## src/rtl/fc_wgt_arbiter_pkg.sv

```systemverilog
// Shared constants and types for the fully-connected weight-fetch path.
package fc_pkg;

    localparam int unsigned DEF_ADDR_W = 12;
    localparam int unsigned DEF_LEN0   = 2500;
    localparam int unsigned DEF_LEN1   = 13;
    localparam int unsigned DEF_BASE0  = 0;
    localparam int unsigned DEF_BASE1  = 2500;

    localparam int unsigned WGT_BYTES_PER_WORD = 8;

    typedef struct packed {
        logic valid;
        logic idx;
        logic last;
    } tag_t;

endpackage

```

## src/rtl/fc_wgt_arbiter_if.sv

```systemverilog
// Engine request/return and weight-memory signals of the weight-fetch arbiter.
interface fc_wgt_arbiter_if
    import fc_pkg::*;
#(
    parameter int unsigned ADDR_W = DEF_ADDR_W
);

    logic [1:0]        req;
    logic [1:0]        restart;
    logic [1:0]        gnt;
    logic              mem_rd_en;
    logic [ADDR_W-1:0] mem_addr;
    logic [63:0]       mem_rdata;
    logic [1:0]        rvalid;
    logic [63:0]       rdata;
    logic [1:0]        pass_done;

    modport master (
        input  req, restart, mem_rdata,
        output gnt, mem_rd_en, mem_addr, rvalid, rdata, pass_done
    );

    modport slave (
        output req, restart, mem_rdata,
        input  gnt, mem_rd_en, mem_addr, rvalid, rdata, pass_done
    );

endinterface

```

## src/rtl/fc_wgt_arbiter_rr_arb2.sv

```systemverilog
// Two-input round-robin arbiter: on contention the engine other than `last` wins.
module rr_arb2 (
    input  logic [1:0] req,
    input  logic       last,
    output logic [1:0] gnt
);

    always_comb begin
        gnt = '0;
        if (req[0] && (!req[1] || last)) begin
            gnt = 2'b01;
        end else if (req[1]) begin
            gnt = 2'b10;
        end
    end

endmodule

```

## src/rtl/fc_wgt_arbiter.sv

```systemverilog
// Shares one weight-memory read port between the layer-0 and layer-1 FC engines,
// keeping a wrapping word pointer per engine and steering data back with a tag.
module fc_wgt_arbiter
    import fc_pkg::*;
#(
    parameter int unsigned ADDR_W = DEF_ADDR_W,
    parameter int unsigned LEN0   = DEF_LEN0,
    parameter int unsigned LEN1   = DEF_LEN1,
    parameter int unsigned BASE0  = DEF_BASE0,
    parameter int unsigned BASE1  = DEF_BASE1
) (
    input  logic              clk1,
    input  logic              rst_n,
    fc_wgt_arbiter_if.master  bus,
    output logic [ADDR_W-1:0] ptr0,
    output logic [ADDR_W-1:0] ptr1
);

    logic [1:0]        arb_gnt;
    logic [1:0]        gnt;
    logic              last_q;
    logic              wrap0;
    logic              wrap1;
    logic [ADDR_W-1:0] addr;
    tag_t              tag_q;

    rr_arb2 u_arb (
        .req  (bus.req),
        .last (last_q),
        .gnt  (arb_gnt)
    );

    // rst_n is active-high despite its name; grants are suppressed while it is held.
    assign gnt   = rst_n ? 2'b00 : arb_gnt;
    assign wrap0 = (ptr0 == ADDR_W'(LEN0 - 1));
    assign wrap1 = (ptr1 == ADDR_W'(LEN1 - 1));

    always_comb begin
        addr = '0;
        if (gnt[0]) begin
            addr = ADDR_W'(BASE0) + ptr0;
        end else if (gnt[1]) begin
            addr = ADDR_W'(BASE1) + ptr1;
        end
    end

    always_ff @(posedge clk1) begin
        if (rst_n) begin
            ptr0   <= '0;
            ptr1   <= '0;
            last_q <= 1'b1;
            tag_q  <= '0;
        end else begin
            // restart wins over the increment; a same-cycle grant still reads the old address
            if (bus.restart[0]) begin
                ptr0 <= '0;
            end else if (gnt[0]) begin
                ptr0 <= wrap0 ? '0 : ptr0 + ADDR_W'(1);
            end

            if (bus.restart[1]) begin
                ptr1 <= '0;
            end else if (gnt[1]) begin
                ptr1 <= wrap1 ? '0 : ptr1 + ADDR_W'(1);
            end

            if (|gnt) begin
                last_q <= gnt[1];
            end

            tag_q.valid <= |gnt;
            tag_q.idx   <= gnt[1];
            tag_q.last  <= gnt[1] ? wrap1 : wrap0;
        end
    end

    assign bus.gnt       = gnt;
    assign bus.mem_rd_en = |gnt;
    assign bus.mem_addr  = addr;
    assign bus.rdata     = bus.mem_rdata;

    // In-flight tags are dropped at reset, so nothing returns while reset is held.
    assign bus.rvalid    = rst_n ? 2'b00
                         : {tag_q.valid & tag_q.idx, tag_q.valid & ~tag_q.idx};
    assign bus.pass_done = rst_n ? 2'b00
                         : {tag_q.valid & tag_q.idx & tag_q.last,
                            tag_q.valid & ~tag_q.idx & tag_q.last};

endmodule

```

## src/flat_wrapper.sv

```systemverilog
// flat-port wrapper written by rule: the top's interface ports become plain ports
module fc_wgt_arbiter_flat import fc_pkg::*;
#(
    parameter int unsigned ADDR_W = DEF_ADDR_W,
    parameter int unsigned LEN0   = DEF_LEN0,
    parameter int unsigned LEN1   = DEF_LEN1,
    parameter int unsigned BASE0  = DEF_BASE0,
    parameter int unsigned BASE1  = DEF_BASE1
)
  (clk1, rst_n, ptr0, ptr1, bus_req, bus_restart, bus_mem_rdata, bus_gnt, bus_mem_rd_en, bus_mem_addr, bus_rvalid, bus_rdata, bus_pass_done);
  fc_wgt_arbiter_if #(.ADDR_W(ADDR_W)) bus_i ();
  input  logic clk1;
  input  logic rst_n;
  output logic [ADDR_W-1:0] ptr0;
  output logic [ADDR_W-1:0] ptr1;
  input wire logic [$bits(bus_i.req)-1:0] bus_req;
  input wire logic [$bits(bus_i.restart)-1:0] bus_restart;
  input wire logic [$bits(bus_i.mem_rdata)-1:0] bus_mem_rdata;
  output wire logic [$bits(bus_i.gnt)-1:0] bus_gnt;
  output wire logic [$bits(bus_i.mem_rd_en)-1:0] bus_mem_rd_en;
  output wire logic [$bits(bus_i.mem_addr)-1:0] bus_mem_addr;
  output wire logic [$bits(bus_i.rvalid)-1:0] bus_rvalid;
  output wire logic [$bits(bus_i.rdata)-1:0] bus_rdata;
  output wire logic [$bits(bus_i.pass_done)-1:0] bus_pass_done;
  assign bus_i.req = bus_req;
  assign bus_i.restart = bus_restart;
  assign bus_i.mem_rdata = bus_mem_rdata;
  assign bus_gnt = bus_i.gnt;
  assign bus_mem_rd_en = bus_i.mem_rd_en;
  assign bus_mem_addr = bus_i.mem_addr;
  assign bus_rvalid = bus_i.rvalid;
  assign bus_rdata = bus_i.rdata;
  assign bus_pass_done = bus_i.pass_done;
  fc_wgt_arbiter #(.ADDR_W(ADDR_W), .LEN0(LEN0), .LEN1(LEN1), .BASE0(BASE0), .BASE1(BASE1)) u_core (.clk1(clk1), .rst_n(rst_n), .bus(bus_i), .ptr0(ptr0), .ptr1(ptr1));
endmodule
```

## config.mk

```make
export PLATFORM = sky130hd
export DESIGN_NAME = fc_wgt_arbiter_flat
export DESIGN_NICKNAME = d
export VERILOG_FILES = /design/src/rtl/fc_wgt_arbiter_pkg.sv /design/src/rtl/fc_wgt_arbiter_if.sv /design/src/rtl/fc_wgt_arbiter_rr_arb2.sv /design/src/rtl/fc_wgt_arbiter.sv /design/src/flat_wrapper.sv
export SDC_FILE = /design/constraint.sdc
export NUM_CORES = 1
export LEC_CHECK = 0
export CORE_UTILIZATION = 36
export CTS_CLUSTER_SIZE = 25
export DETAILED_ROUTE_END_ITERATION = 10
export GPL_TIMING_DRIVEN = 0
export PLACE_DENSITY = 0.88
export SYNTH_ARGS = -nofsm -noshare
export SYNTH_HDL_FRONTEND = slang
export SYNTH_HIERARCHICAL = 1
export SYNTH_SLANG_ARGS = --single-unit
```

## constraint.sdc

```tcl
create_clock -name clk1 -period 2.85 [get_ports clk1]
set_clock_uncertainty 0.1 [all_clocks]
set_input_delay 0.57 -clock clk1 [delete_from_list [all_inputs] [get_ports clk1]]
set_output_delay 0.57 -clock clk1 [all_outputs]
set_load 0.1 [all_outputs]
```

* Word level (Yosys, flattened, before mapping) *
Index checks and enable logic that the tools add are counted.

storage, ports and cells
  input bits = 70
  flip-flop bits (word level) = 28

cells by class
  add/sub/neg operators = 3
  bitwise logic cells = 5
  muxes and demuxes = 10
  eq/ne operators = 2
  reduce and logical (&&, ||, !) cells = 6

operators with widths
  operator                  number
  $mux W12                  4
  $add A12 B1 Y12 const B   2
  $add A12 B12 Y12 const A  1
  $eq A12 B12 Y1 const B    1
  $eq A12 B4 Y1 const B     1
  $mux W2                   5
  $reduce_or A2 Y1          3
  $and A1 B1 Y1             4
  $logic_and A1 B1 Y1       1
  $logic_not A1 Y1          1
  $logic_or A1 B1 Y1        1
  $mux W1                   1
  $not A1 Y1                1

* Longest topological paths before layout *
Gate-level depths: netlist (run 1).

  word-level depth = 7
  mapped depth = 8
  gate-level depth less buffers = 7

* Modules after synthesis *
Netlist (run 1), hierarchy kept.

by module, submodules not included
  module          sequential area each (um^2)  instances  area an instance (um^2)  cells each
  fc_wgt_arbiter  560.5                        1          2149.6                   264
  rr_arb2         0.0                          1          18.8                     3

* Worst setup path before layout (run 1) *
Ideal clock, no wire load.

  path type = input to output
  from = input port bus_req[0]
  to = output port bus_mem_addr[10]
  data required time = 2.180 ns
  cell stages on the path = 4
  data arrival time = 3.399 ns
  path slack = -1.219 ns
  path through = a21boi_1 > clkbuf_1 > nand2_1 > o21ai_0

on the way
  longest elaborated chain between the ends = 5

RTL lines
  what                   RTL line                      text
  from (decl)            flat_wrapper.sv:16            input wire logic [$bits(bus_i.req)-1:0] bus_req;
  $logic_and A1 B1 Y1 *  fc_wgt_arbiter_rr_arb2.sv:10  if (req[0] && (!req[1] || last)) begin
  $mux W2 *              fc_wgt_arbiter_rr_arb2.sv:10
  $mux W2 *              fc_wgt_arbiter.sv:34          assign gnt = rst_n ? 2'b00 : arb_gnt;
  $mux W12               fc_wgt_arbiter.sv:42          end else if (gnt[1]) begin
  $mux W12 *             fc_wgt_arbiter.sv:40          if (gnt[0]) begin
  to (decl)              flat_wrapper.sv:21            output wire logic [$bits(bus_i.mem_addr)-1:0] bus_mem_addr;

Mark *: on every way between the ends. The rest lies on a longest branch, timed or not.

* Final worst setup path (run 1) *
  from = input port rst_n
  to = output port bus_pass_done[0]

on the way
  longest elaborated chain between the ends = 1

RTL lines
  what         RTL line              text
  from (decl)  flat_wrapper.sv:13    input logic rst_n;
  $mux W2      fc_wgt_arbiter.sv:85  assign bus.pass_done = rst_n ? 2'b00
  to (decl)    flat_wrapper.sv:24    output wire logic [$bits(bus_i.pass_done)-1:0] bus_pass_done;

Every way passes these cells.

==> impl_results.html, run 1 <==
<table>
<tr><th>Metric</th><th>Value</th></tr>
<tr><th colspan="2">GRT</th></tr>
<tr><td>Pin count of the biggest net entering global routing</td><td>17</td></tr>
<tr><td>Vias in the first global route</td><td>2159</td></tr>
<tr><td>GRT Util Overall</td><td>18.9%</td></tr>
<tr><td>Antenna violations before repair</td><td>0</td></tr>
<tr><td>Residual overflow from global routing</td><td>0</td></tr>
<tr><td>Wire length of the first global-routing pass</td><td>9670 um</td></tr>
<tr><th colspan="2">Floorplanning</th></tr>
<tr><td>Die area</td><td>0.00634 mm^2</td></tr>
<tr><td>Width of the die</td><td>79.6 um</td></tr>
<tr><td>Starting utilization of the core area</td><td>38.4%</td></tr>
<tr><td>Core area</td><td>0.00564 mm^2</td></tr>
<tr><td>Placement row count</td><td>27</td></tr>
<tr><td>Die H</td><td>79.6 um</td></tr>
<tr><td>Io pins</td><td>177</td></tr>
<tr><th colspan="2">Critical path</th></tr>
<tr><td>CP arrival</td><td>2.09 ns</td></tr>
<tr><td>Count of buffer and inverter cells on the critical path</td><td>3</td></tr>
<tr><td>CP Data Required Time</td><td>2.18 ns</td></tr>
<tr><td>Kind of cell with the highest combined delay on the critical path</td><td>buffers and inverters</td></tr>
<tr><td>Worst-path cell with the longest stage delay</td><td>sky130_fd_sc_hd__clkdlybuf4s15_2</td></tr>
<tr><td>CP Max Fanout</td><td>10</td></tr>
<tr><td>Ordered list of cells on the worst path</td><td>clkdlybuf4s50_1 &gt; buf_2 &gt; nand2b_1 &gt; nor2_1 &gt; clkdlybuf4s15_2</td></tr>
<tr><td>Logic depth of the worst path, buffers included</td><td>5</td></tr>
<tr><td>Logic depth of the worst register-to-register path</td><td>6</td></tr>
<tr><td>Kind of start point of the critical path</td><td>input port</td></tr>
<tr><td>Slowest stage delay, CP</td><td>0.56 ns</td></tr>
<tr><td>Startpoint-to-endpoint class of the critical path</td><td>in2out</td></tr>
<tr><td>Type of destination of the critical path</td><td>primary output</td></tr>
<tr><th colspan="2">Finish</th></tr>
<tr><td>Share of the core filled with cells</td><td>65.4%</td></tr>
<tr><td>Post-synthesis to final-layout area growth</td><td>70.3%</td></tr>
<tr><td>Top library cells by usage in the layout, fill and taps aside</td><td>sky130_fd_sc_hd__clkdlybuf4s50_1, sky130_fd_sc_hd__buf_4, sky130_fd_sc_hd__nor2_1, sky130_fd_sc_hd__dfxtp_1, sky130_fd_sc_hd__xnor2_1</td></tr>
<tr><td>Final-stage net count</td><td>463</td></tr>
<tr><td>Leading cell type in the layout, fill and taps excluded</td><td>sky130_fd_sc_hd__clkdlybuf4s50_1</td></tr>
<tr><td>Proportion of layout cells with a drive suffix above 1</td><td>34.8%</td></tr>
<tr><td>Final Cell Area</td><td>0.00369 mm^2</td></tr>
<tr><td>Post-route insts no fill</td><td>460</td></tr>
<tr><td>Number of antenna repair diodes</td><td>0</td></tr>
<tr><td>Filler Cell Count</td><td>426</td></tr>
<tr><th colspan="2">Route</th></tr>
<tr><td>Vias/cell</td><td>4.82</td></tr>
<tr><td>Iteration-0 DRC count of the detailed router</td><td>158</td></tr>
<tr><td>Number of design rule violations left after detail routing</td><td>0</td></tr>
<tr><td>Overall via count from detail_route</td><td>2216</td></tr>
<tr><td>Total iterations of the first detailed-routing run</td><td>4</td></tr>
<tr><td>Remaining antenna violation count</td><td>0</td></tr>
<tr><td>Aggregate routed wire length</td><td>6460 um</td></tr>
<tr><td>Post-DR wirelength/cell</td><td>14.0 um</td></tr>
<tr><th colspan="2">CTS</th></tr>
<tr><td>TritonCTS clock tree</td><td>done</td></tr>
<tr><td>Level count of the clock H-tree</td><td>1</td></tr>
<tr><td>Sinks on the clock net</td><td>28</td></tr>
<tr><td>Clock buffer count from CTS</td><td>3</td></tr>
<tr><td>Hold Buf Count CTS</td><td>0</td></tr>
<tr><td>Clock tree root driver cell</td><td>sky130_fd_sc_hd__clkbuf_8</td></tr>
<tr><td>Clock slew at the register clock pins of the worst setup and hold paths</td><td>0.10 ns</td></tr>
<tr><td>Max clock buf depth</td><td>2</td></tr>
<tr><td>Clock Latency Late Sink</td><td>0.28 ns</td></tr>
<tr><th colspan="2">Timing</th></tr>
<tr><td>Max Freq</td><td>0.362 GHz</td></tr>
<tr><td>Final setup violation count</td><td>0</td></tr>
<tr><td>Minimum period implied by the final worst setup slack</td><td>2.76 ns</td></tr>
<tr><td>Final hold violations</td><td>0</td></tr>
<tr><td>Tightest Pin Transition</td><td>0.984 ns</td></tr>
<tr><td>Tightest hold margin</td><td>0.418 ns</td></tr>
<tr><td>Number of pins with negative max-slew slack in the final report</td><td>0</td></tr>
<tr><td>Portion of the clock cycle consumed by the worst path in the final layout</td><td>97.0%</td></tr>
<tr><td>Relative slew slack</td><td>34.2%</td></tr>
<tr><td>Setup repair after global routing missed its margin</td><td>false</td></tr>
<tr><th colspan="2">Pwr</th></tr>
<tr><td>Internal Power</td><td>0.761 mW</td></tr>
<tr><td>P per Cell Area</td><td>374 mW/mm^2</td></tr>
<tr><td>Maximum VDD drop</td><td>0.212 mV</td></tr>
<tr><td>Cell leakage power</td><td>1.53 nW</td></tr>
<tr><td>Portion of total power attributed to sequential cells</td><td>28.9%</td></tr>
<tr><td>Share of total power in the clock network</td><td>22.9%</td></tr>
<tr><td>Total chip power</td><td>1.38 mW</td></tr>
<tr><td>Power share of the combinational group</td><td>48.2%</td></tr>
<tr><td>P_sw</td><td>0.620 mW</td></tr>
<tr><td>Switching portion of total power</td><td>44.9%</td></tr>
<tr><th colspan="2">Place</th></tr>
<tr><td>Standard cell area after detailed placement</td><td>0.00343 mm^2</td></tr>
<tr><td>Number of input and output port buffers inserted</td><td>112</td></tr>
<tr><td>HPWL after DPL</td><td>4800 um</td></tr>
<tr><td>Cell count after placement</td><td>451</td></tr>
<tr><td>Final GP Congestion</td><td>0.887</td></tr>
<tr><th colspan="2">Synth</th></tr>
<tr><td>Post-synth design cell area</td><td>0.00217 mm^2</td></tr>
<tr><td>Post-synthesis sequential area ratio</td><td>25.9%</td></tr>
<tr><td>Count of different cell masters after synthesis</td><td>40</td></tr>
<tr><td>Avg Inst Size Synth</td><td>8.12 um^2</td></tr>
<tr><td>Net count of the mapped netlist</td><td>341</td></tr>
<tr><td>Cell count after synthesis</td><td>267</td></tr>
<tr><td>Warning count from the yosys run</td><td>6</td></tr>
<tr><td>FF+latch count, synth</td><td>28</td></tr>
<tr><th colspan="2">Hold path</th></tr>
<tr><td>Classification of the worst-slack hold path</td><td>reg2reg</td></tr>
<tr><td>Worst Hold Depth</td><td>2</td></tr>
<tr><th colspan="2">Run</th></tr>
<tr><td>Number of maximum-capacitance constraint violations</td><td>0</td></tr>
<tr><th colspan="2">Outcome</th></tr>
<tr><td>Outcome</td><td>completed</td></tr>
</table>
Yosys cell counts:
library cell / count / area [um^2]
sky130_fd_sc_hd__buf_4: 65 / 488
sky130_fd_sc_hd__nor2_1: 32 / 120
sky130_fd_sc_hd__dfxtp_1: 28 / 561
sky130_fd_sc_hd__xnor2_1: 20 / 175
sky130_fd_sc_hd__nand2_1: 18 / 67.6
sky130_fd_sc_hd__inv_1: 11 / 41.3
sky130_fd_sc_hd__nor3_1: 10 / 50.1
sky130_fd_sc_hd__a22o_1: 7 / 61.3
sky130_fd_sc_hd__buf_2: 6 / 30.0
sky130_fd_sc_hd__nand3_1: 6 / 30.0
sky130_fd_sc_hd__nand4_1: 6 / 37.5
sky130_fd_sc_hd__xor2_1: 6 / 52.6
sky130_fd_sc_hd__ha_1: 4 / 50.1
sky130_fd_sc_hd__nand2b_1: 4 / 25.0
sky130_fd_sc_hd__a21oi_1: 3 / 15.0
sky130_fd_sc_hd__nand3b_1: 3 / 22.5
sky130_fd_sc_hd__nor2_2: 3 / 18.8
sky130_fd_sc_hd__nor4_2: 3 / 37.5
sky130_fd_sc_hd__o21ai_0: 3 / 15.0
sky130_fd_sc_hd__a21boi_0: 2 / 15.0
sky130_fd_sc_hd__a31oi_1: 2 / 12.5
sky130_fd_sc_hd__and3_1: 2 / 12.5
sky130_fd_sc_hd__clkbuf_1: 2 / 7.51
sky130_fd_sc_hd__mux2i_1: 2 / 20.0
sky130_fd_sc_hd__nand3_2: 2 / 20.0
sky130_fd_sc_hd__nand4b_1: 2 / 17.5
sky130_fd_sc_hd__nor4bb_1: 2 / 20.0
sky130_fd_sc_hd__a211o_1: 1 / 8.76
sky130_fd_sc_hd__a211oi_1: 1 / 7.51
sky130_fd_sc_hd__a21boi_1: 1 / 7.51
sky130_fd_sc_hd__and4bb_2: 1 / 12.5
sky130_fd_sc_hd__mux2_2: 1 / 11.3
sky130_fd_sc_hd__nand4_4: 1 / 21.3
sky130_fd_sc_hd__nor2b_1: 1 / 6.26
sky130_fd_sc_hd__nor3_2: 1 / 10.0
sky130_fd_sc_hd__nor4_4: 1 / 21.3
sky130_fd_sc_hd__nor4b_1: 1 / 8.76
sky130_fd_sc_hd__o21ai_4: 1 / 16.3
sky130_fd_sc_hd__o31ai_1: 1 / 7.51
sky130_fd_sc_hd__or3_1: 1 / 6.26
worst min-delay path, cell delays in order (launching register included):
cell                      delay, ns
sky130_fd_sc_hd__dfxtp_1       0.35
sky130_fd_sc_hd__inv_1         0.06
sky130_fd_sc_hd__o21ai_0       0.07
metrics by stage:
step | setup slack (ns) | TNS (ns)
final | 0.0853 | 0
after global routing | 0.0289 | 0
after CTS | 0.00627 | 0
after detailed placement | -1.28 | -19.44
after global placement | -1.25 | -18.97
after floorplan | -0.0590 | -0.463
final timing paths:
check,start,to,slack [ns]
setup / recovery,rst_n,bus_pass_done[0],0.09
hold / removal,u_core/last_q,u_core/last_q,0.42
setup reg to reg,u_core/ptr0[0],u_core/ptr0[9],0.85
hold reg to reg,u_core/last_q,u_core/last_q,0.42
cell families after synthesis:
family / after synthesis / share of synthesized area (%)
compound gates: 22 / 7.67
flops: 28 / 25.9
simple gates: 100 / 26.1
buf+inv: 84 / 26.1
fa+ha+maj: 4 / 2.31
xor+xnor: 26 / 10.5
mux: 3 / 1.44
power by group through the flow:
stage               clock (mW)  combinational, mW  sequential (mW)
floorplan                    0              0.516            0.415
global placement             0              0.639            0.408
detailed placement           0              0.643            0.408
CTS                      0.319              0.659            0.399
global route             0.336              0.682            0.400
finish                   0.317              0.666            0.399
flip-flops by register name, summed over array words and instances, names as in the netlist:
register	count
u_core/ptr1	12
u_core/ptr0	12
u_core/tag_q	3
u_core/last_q	1
layout make-up:
cell class	count	area [um^2]	share of cell area (%)
clock buffer	3	41.3	1.12
inverter	11	41.3	1.12
clock inverter	1	30.0	0.813
tap	72	90.1	2.44
timing repair buffer	116	1210	32.9
buffer	73	556	15.0
multi-input combinational	156	1160	31.3
sequential	28	563	15.2
repair_timing:
action / 4_1_cts / 5_1_grt
setup endpoints to repair: 19 / 15
pin swaps: 1 / 2
endpoints found under the hold margin: 0 / 0
gates cloned: 1 / 0
setup buffers: 3 / 1
gates resized for setup: 133 / 24
routing by layer:
| metal | wire (um) | global-route usage, % |
|---|---|---|
| met1 | 2350 | 20.1 |
| met2 | 3500 | 36.7 |
| met3 | 554 | 3.89 |
| met4 | 55 | 5.64 |
| met5 | 0 | 0 |
Power figures use the tool's default switching activity.
==> run 2: changes to the inputs <==
==> constraint.sdc (replaced) <==
create_clock -name clk1 -period 2.85 [get_ports clk1]
set_clock_uncertainty 0.1 [all_clocks]
set_input_delay 0.285 -clock clk1 [delete_from_list [all_inputs] [get_ports clk1]]
set_output_delay 0.285 -clock clk1 [all_outputs]
set_load 0.1 [all_outputs]
==> impl_results.html, run 2 (synthesis results as in run 1) <==
<table>
<tr><th>Metric</th><th>Value</th></tr>
<tr><th colspan="2">Critical path</th></tr>
<tr><td>CP Data Required Time</td><td>2.47 ns</td></tr>
<tr><td>Ordered list of cells on the worst path</td><td>clkdlybuf4s50_1 &gt; buf_2 &gt; nand2b_1 &gt; nor2_1 &gt; clkdlybuf4s50_1</td></tr>
<tr><td>Slowest stage delay, CP</td><td>1.14 ns</td></tr>
<tr><td>Kind of cell with the highest combined delay on the critical path</td><td>buffers and inverters</td></tr>
<tr><td>CP arrival</td><td>2.36 ns</td></tr>
<tr><td>Kind of start point of the critical path</td><td>input port</td></tr>
<tr><td>Critical Path Most Common Cell</td><td>sky130_fd_sc_hd__clkdlybuf4s50_1</td></tr>
<tr><td>Type of destination of the critical path</td><td>primary output</td></tr>
<tr><td>CP Max Fanout</td><td>10</td></tr>
<tr><td>Startpoint-to-endpoint class of the critical path</td><td>in2out</td></tr>
<tr><td>Worst-path cell with the longest stage delay</td><td>sky130_fd_sc_hd__clkdlybuf4s50_1</td></tr>
<tr><td>Count of buffer and inverter cells on the critical path</td><td>3</td></tr>
<tr><th colspan="2">Finish</th></tr>
<tr><td>Leading cell type in the layout, fill and taps excluded</td><td>sky130_fd_sc_hd__clkdlybuf4s50_1</td></tr>
<tr><td>Post-synthesis to final-layout area growth</td><td>56.8%</td></tr>
<tr><td>Number of antenna repair diodes</td><td>0</td></tr>
<tr><td>Share of the core filled with cells</td><td>60.3%</td></tr>
<tr><td>Final-stage net count</td><td>458</td></tr>
<tr><td>Top library cells by usage in the layout, fill and taps aside</td><td>sky130_fd_sc_hd__clkdlybuf4s50_1, sky130_fd_sc_hd__buf_4, sky130_fd_sc_hd__nor2_1, sky130_fd_sc_hd__dfxtp_1, sky130_fd_sc_hd__xnor2_1</td></tr>
<tr><td>Biggest registers after layout</td><td>u_core/ptr0 (12), u_core/ptr1 (12), u_core/tag_q (3)</td></tr>
<tr><td>Proportion of layout cells with a drive suffix above 1</td><td>29.0%</td></tr>
<tr><td>Post-route insts no fill</td><td>455</td></tr>
<tr><th colspan="2">Timing</th></tr>
<tr><td>Setup repair after global routing missed its margin</td><td>false</td></tr>
<tr><td>Portion of the clock cycle consumed by the worst path in the final layout</td><td>96.4%</td></tr>
<tr><td>Number of pins with negative max-slew slack in the final report</td><td>0</td></tr>
<tr><td>Relative slew slack</td><td>34.0%</td></tr>
<tr><td>Final hold violations</td><td>0</td></tr>
<tr><td>Minimum period implied by the final worst setup slack</td><td>2.75 ns</td></tr>
<tr><td>Smallest setup slack after layout</td><td>0.104 ns</td></tr>
<tr><td>Tightest Pin Transition</td><td>0.987 ns</td></tr>
<tr><td>Final setup violation count</td><td>0</td></tr>
<tr><td>Total Neg Setup Slack</td><td>0 ns</td></tr>
<tr><td>Max Freq</td><td>0.364 GHz</td></tr>
<tr><th colspan="2">GRT</th></tr>
<tr><td>Met3 track utilization from global routing</td><td>2.97%</td></tr>
<tr><td>Most used routing layer</td><td>met2</td></tr>
<tr><td>Met1 Resource Use GR</td><td>19.9%</td></tr>
<tr><td>Residual overflow from global routing</td><td>0</td></tr>
<tr><td>Antenna violations before repair</td><td>0</td></tr>
<tr><td>Wire length of the first global-routing pass</td><td>9470 um</td></tr>
<tr><td>GRT Util Overall</td><td>18.6%</td></tr>
<tr><td>Met2 usage in global routing</td><td>36.3%</td></tr>
<tr><td>Pin count of the biggest net entering global routing</td><td>16</td></tr>
<tr><td>Vias in the first global route</td><td>2094</td></tr>
<tr><th colspan="2">Route</th></tr>
<tr><td>Iteration-0 DRC count of the detailed router</td><td>94</td></tr>
<tr><td>Vias/cell</td><td>4.79</td></tr>
<tr><td>Aggregate routed wire length</td><td>6020 um</td></tr>
<tr><td>Overall via count from detail_route</td><td>2178</td></tr>
<tr><td>Total iterations of the first detailed-routing run</td><td>4</td></tr>
<tr><td>Remaining antenna violation count</td><td>0</td></tr>
<tr><td>Post-DR wirelength/cell</td><td>13.2 um</td></tr>
<tr><td>Number of design rule violations left after detail routing</td><td>0</td></tr>
<tr><th colspan="2">CTS</th></tr>
<tr><td>Clock Latency Late Sink</td><td>0.27 ns</td></tr>
<tr><td>Clock tree root driver cell</td><td>sky130_fd_sc_hd__clkbuf_8</td></tr>
<tr><td>Clock slew at the register clock pins of the worst setup and hold paths</td><td>0.10 ns</td></tr>
<tr><td># Post-CTS Setup Buffers</td><td>0</td></tr>
<tr><td>Level count of the clock H-tree</td><td>1</td></tr>
<tr><td>Number of gates resized after CTS</td><td>62</td></tr>
<tr><td>Hold Buf Count CTS</td><td>0</td></tr>
<tr><td>Max clock buf depth</td><td>2</td></tr>
<tr><td>Clock buffer count from CTS</td><td>3</td></tr>
<tr><td>Sinks on the clock net</td><td>28</td></tr>
<tr><td>TritonCTS clock tree</td><td>done</td></tr>
<tr><th colspan="2">Pwr</th></tr>
<tr><td>Total chip power</td><td>1.28 mW</td></tr>
<tr><td>Maximum VDD drop</td><td>0.197 mV</td></tr>
<tr><td>P per Cell Area</td><td>378 mW/mm^2</td></tr>
<tr><td>Cell leakage power</td><td>1.41 nW</td></tr>
<tr><th colspan="2">Floorplanning</th></tr>
<tr><td>Die H</td><td>79.6 um</td></tr>
<tr><td>Starting utilization of the core area</td><td>38.4%</td></tr>
<tr><td>Io pins</td><td>177</td></tr>
<tr><td>Placement row count</td><td>27</td></tr>
<tr><td>Width of the die</td><td>79.6 um</td></tr>
<tr><td>Die area</td><td>0.00634 mm^2</td></tr>
<tr><td>Core area</td><td>0.00564 mm^2</td></tr>
<tr><th colspan="2">Place</th></tr>
<tr><td>Final GP Congestion</td><td>0.899</td></tr>
<tr><td>Setup slack after placement</td><td>-0.681 ns</td></tr>
<tr><td>Cell count after placement</td><td>451</td></tr>
<tr><td>Number of input and output port buffers inserted</td><td>112</td></tr>
<tr><td>HPWL after DPL</td><td>4960 um</td></tr>
<tr><th colspan="2">Hold path</th></tr>
<tr><td>Classification of the worst-slack hold path</td><td>reg2reg</td></tr>
<tr><th colspan="2">Outcome</th></tr>
<tr><td>Outcome</td><td>completed</td></tr>
<tr><th colspan="2">Run</th></tr>
<tr><td>Number of maximum-capacitance constraint violations</td><td>0</td></tr>
</table>
## run 2: layout make-up
type / count / area (um^2)
Fill cell: 495 / 2240
Multi-Input combinational cell: 155 / 1060
Tap cell: 72 / 90.1
Timing Repair Buffer: 112 / 1060
Buffer: 73 / 527
Inverter: 11 / 41.3
Clock buffer: 4 / 55.1
Sequential cell: 28 / 563
## run 2: stage by stage
stage                     area (um^2)  hold slack, ns
after detailed placement         3390           0.375
after floorplan                  2180           0.258
after CTS                        3400           0.392
after global placement           3390           0.372
final                            3400           0.393
after global routing             3400           0.423
## run 2: path summary, 6_finish.rpt
path | start | end | slack [ns] | cells past startpoint
hold reg to reg | u_core/last_q | u_core/last_q | 0.39 | 2
setup / recovery | rst_n | bus_pass_done[0] | 0.10 | 5
hold / removal | u_core/last_q | u_core/last_q | 0.39 | 2
setup reg to reg | u_core/ptr0[0] | u_core/ptr0[5] | 0.94 | 6
## run 2: metal layers
metal | part of all wire [%] | vias up
li1 | - | 1057
met1 | 35 | 989
met2 | 55 | 122
met3 | 9.2 | 10
met4 | 1.2 | 0
met5 | 0 | -
## run 2: worst reg2reg max path, delay by kind of cell (launching register included)
| kind | cells | cell delay [ns] |
|---|---|---|
| AND/OR/NAND/NOR | 3 | 0.66 |
| flip-flops | 1 | 0.48 |
| adder cells (fa/ha/maj) | 1 | 0.26 |
| buffers and inverters | 1 | 0.16 |
| AO/OA/AOI/OAI | 1 | 0.13 |
## run 2: power by group
part | internal, mW | switching, mW | leakage [nW]
logic | 0.159 | 0.477 | 1.16
registers | 0.395 | 0.00366 | 0.227
clock network | 0.124 | 0.124 | 0.0288
total | 0.678 | 0.605 | 1.41
==> run 3: changes to the inputs <==
--- a/config.mk
+++ b/config.mk
@@ -8,6 +8,7 @@
 export CORE_UTILIZATION = 36
 export CTS_CLUSTER_SIZE = 25
 export DETAILED_ROUTE_END_ITERATION = 10
+export GPL_ROUTABILITY_DRIVEN = 0
 export GPL_TIMING_DRIVEN = 0
 export PLACE_DENSITY = 0.88
 export SYNTH_ARGS = -nofsm -noshare
==> results of run 3 <==
The final DEF is identical to that of run 2; final timing and power are the same.
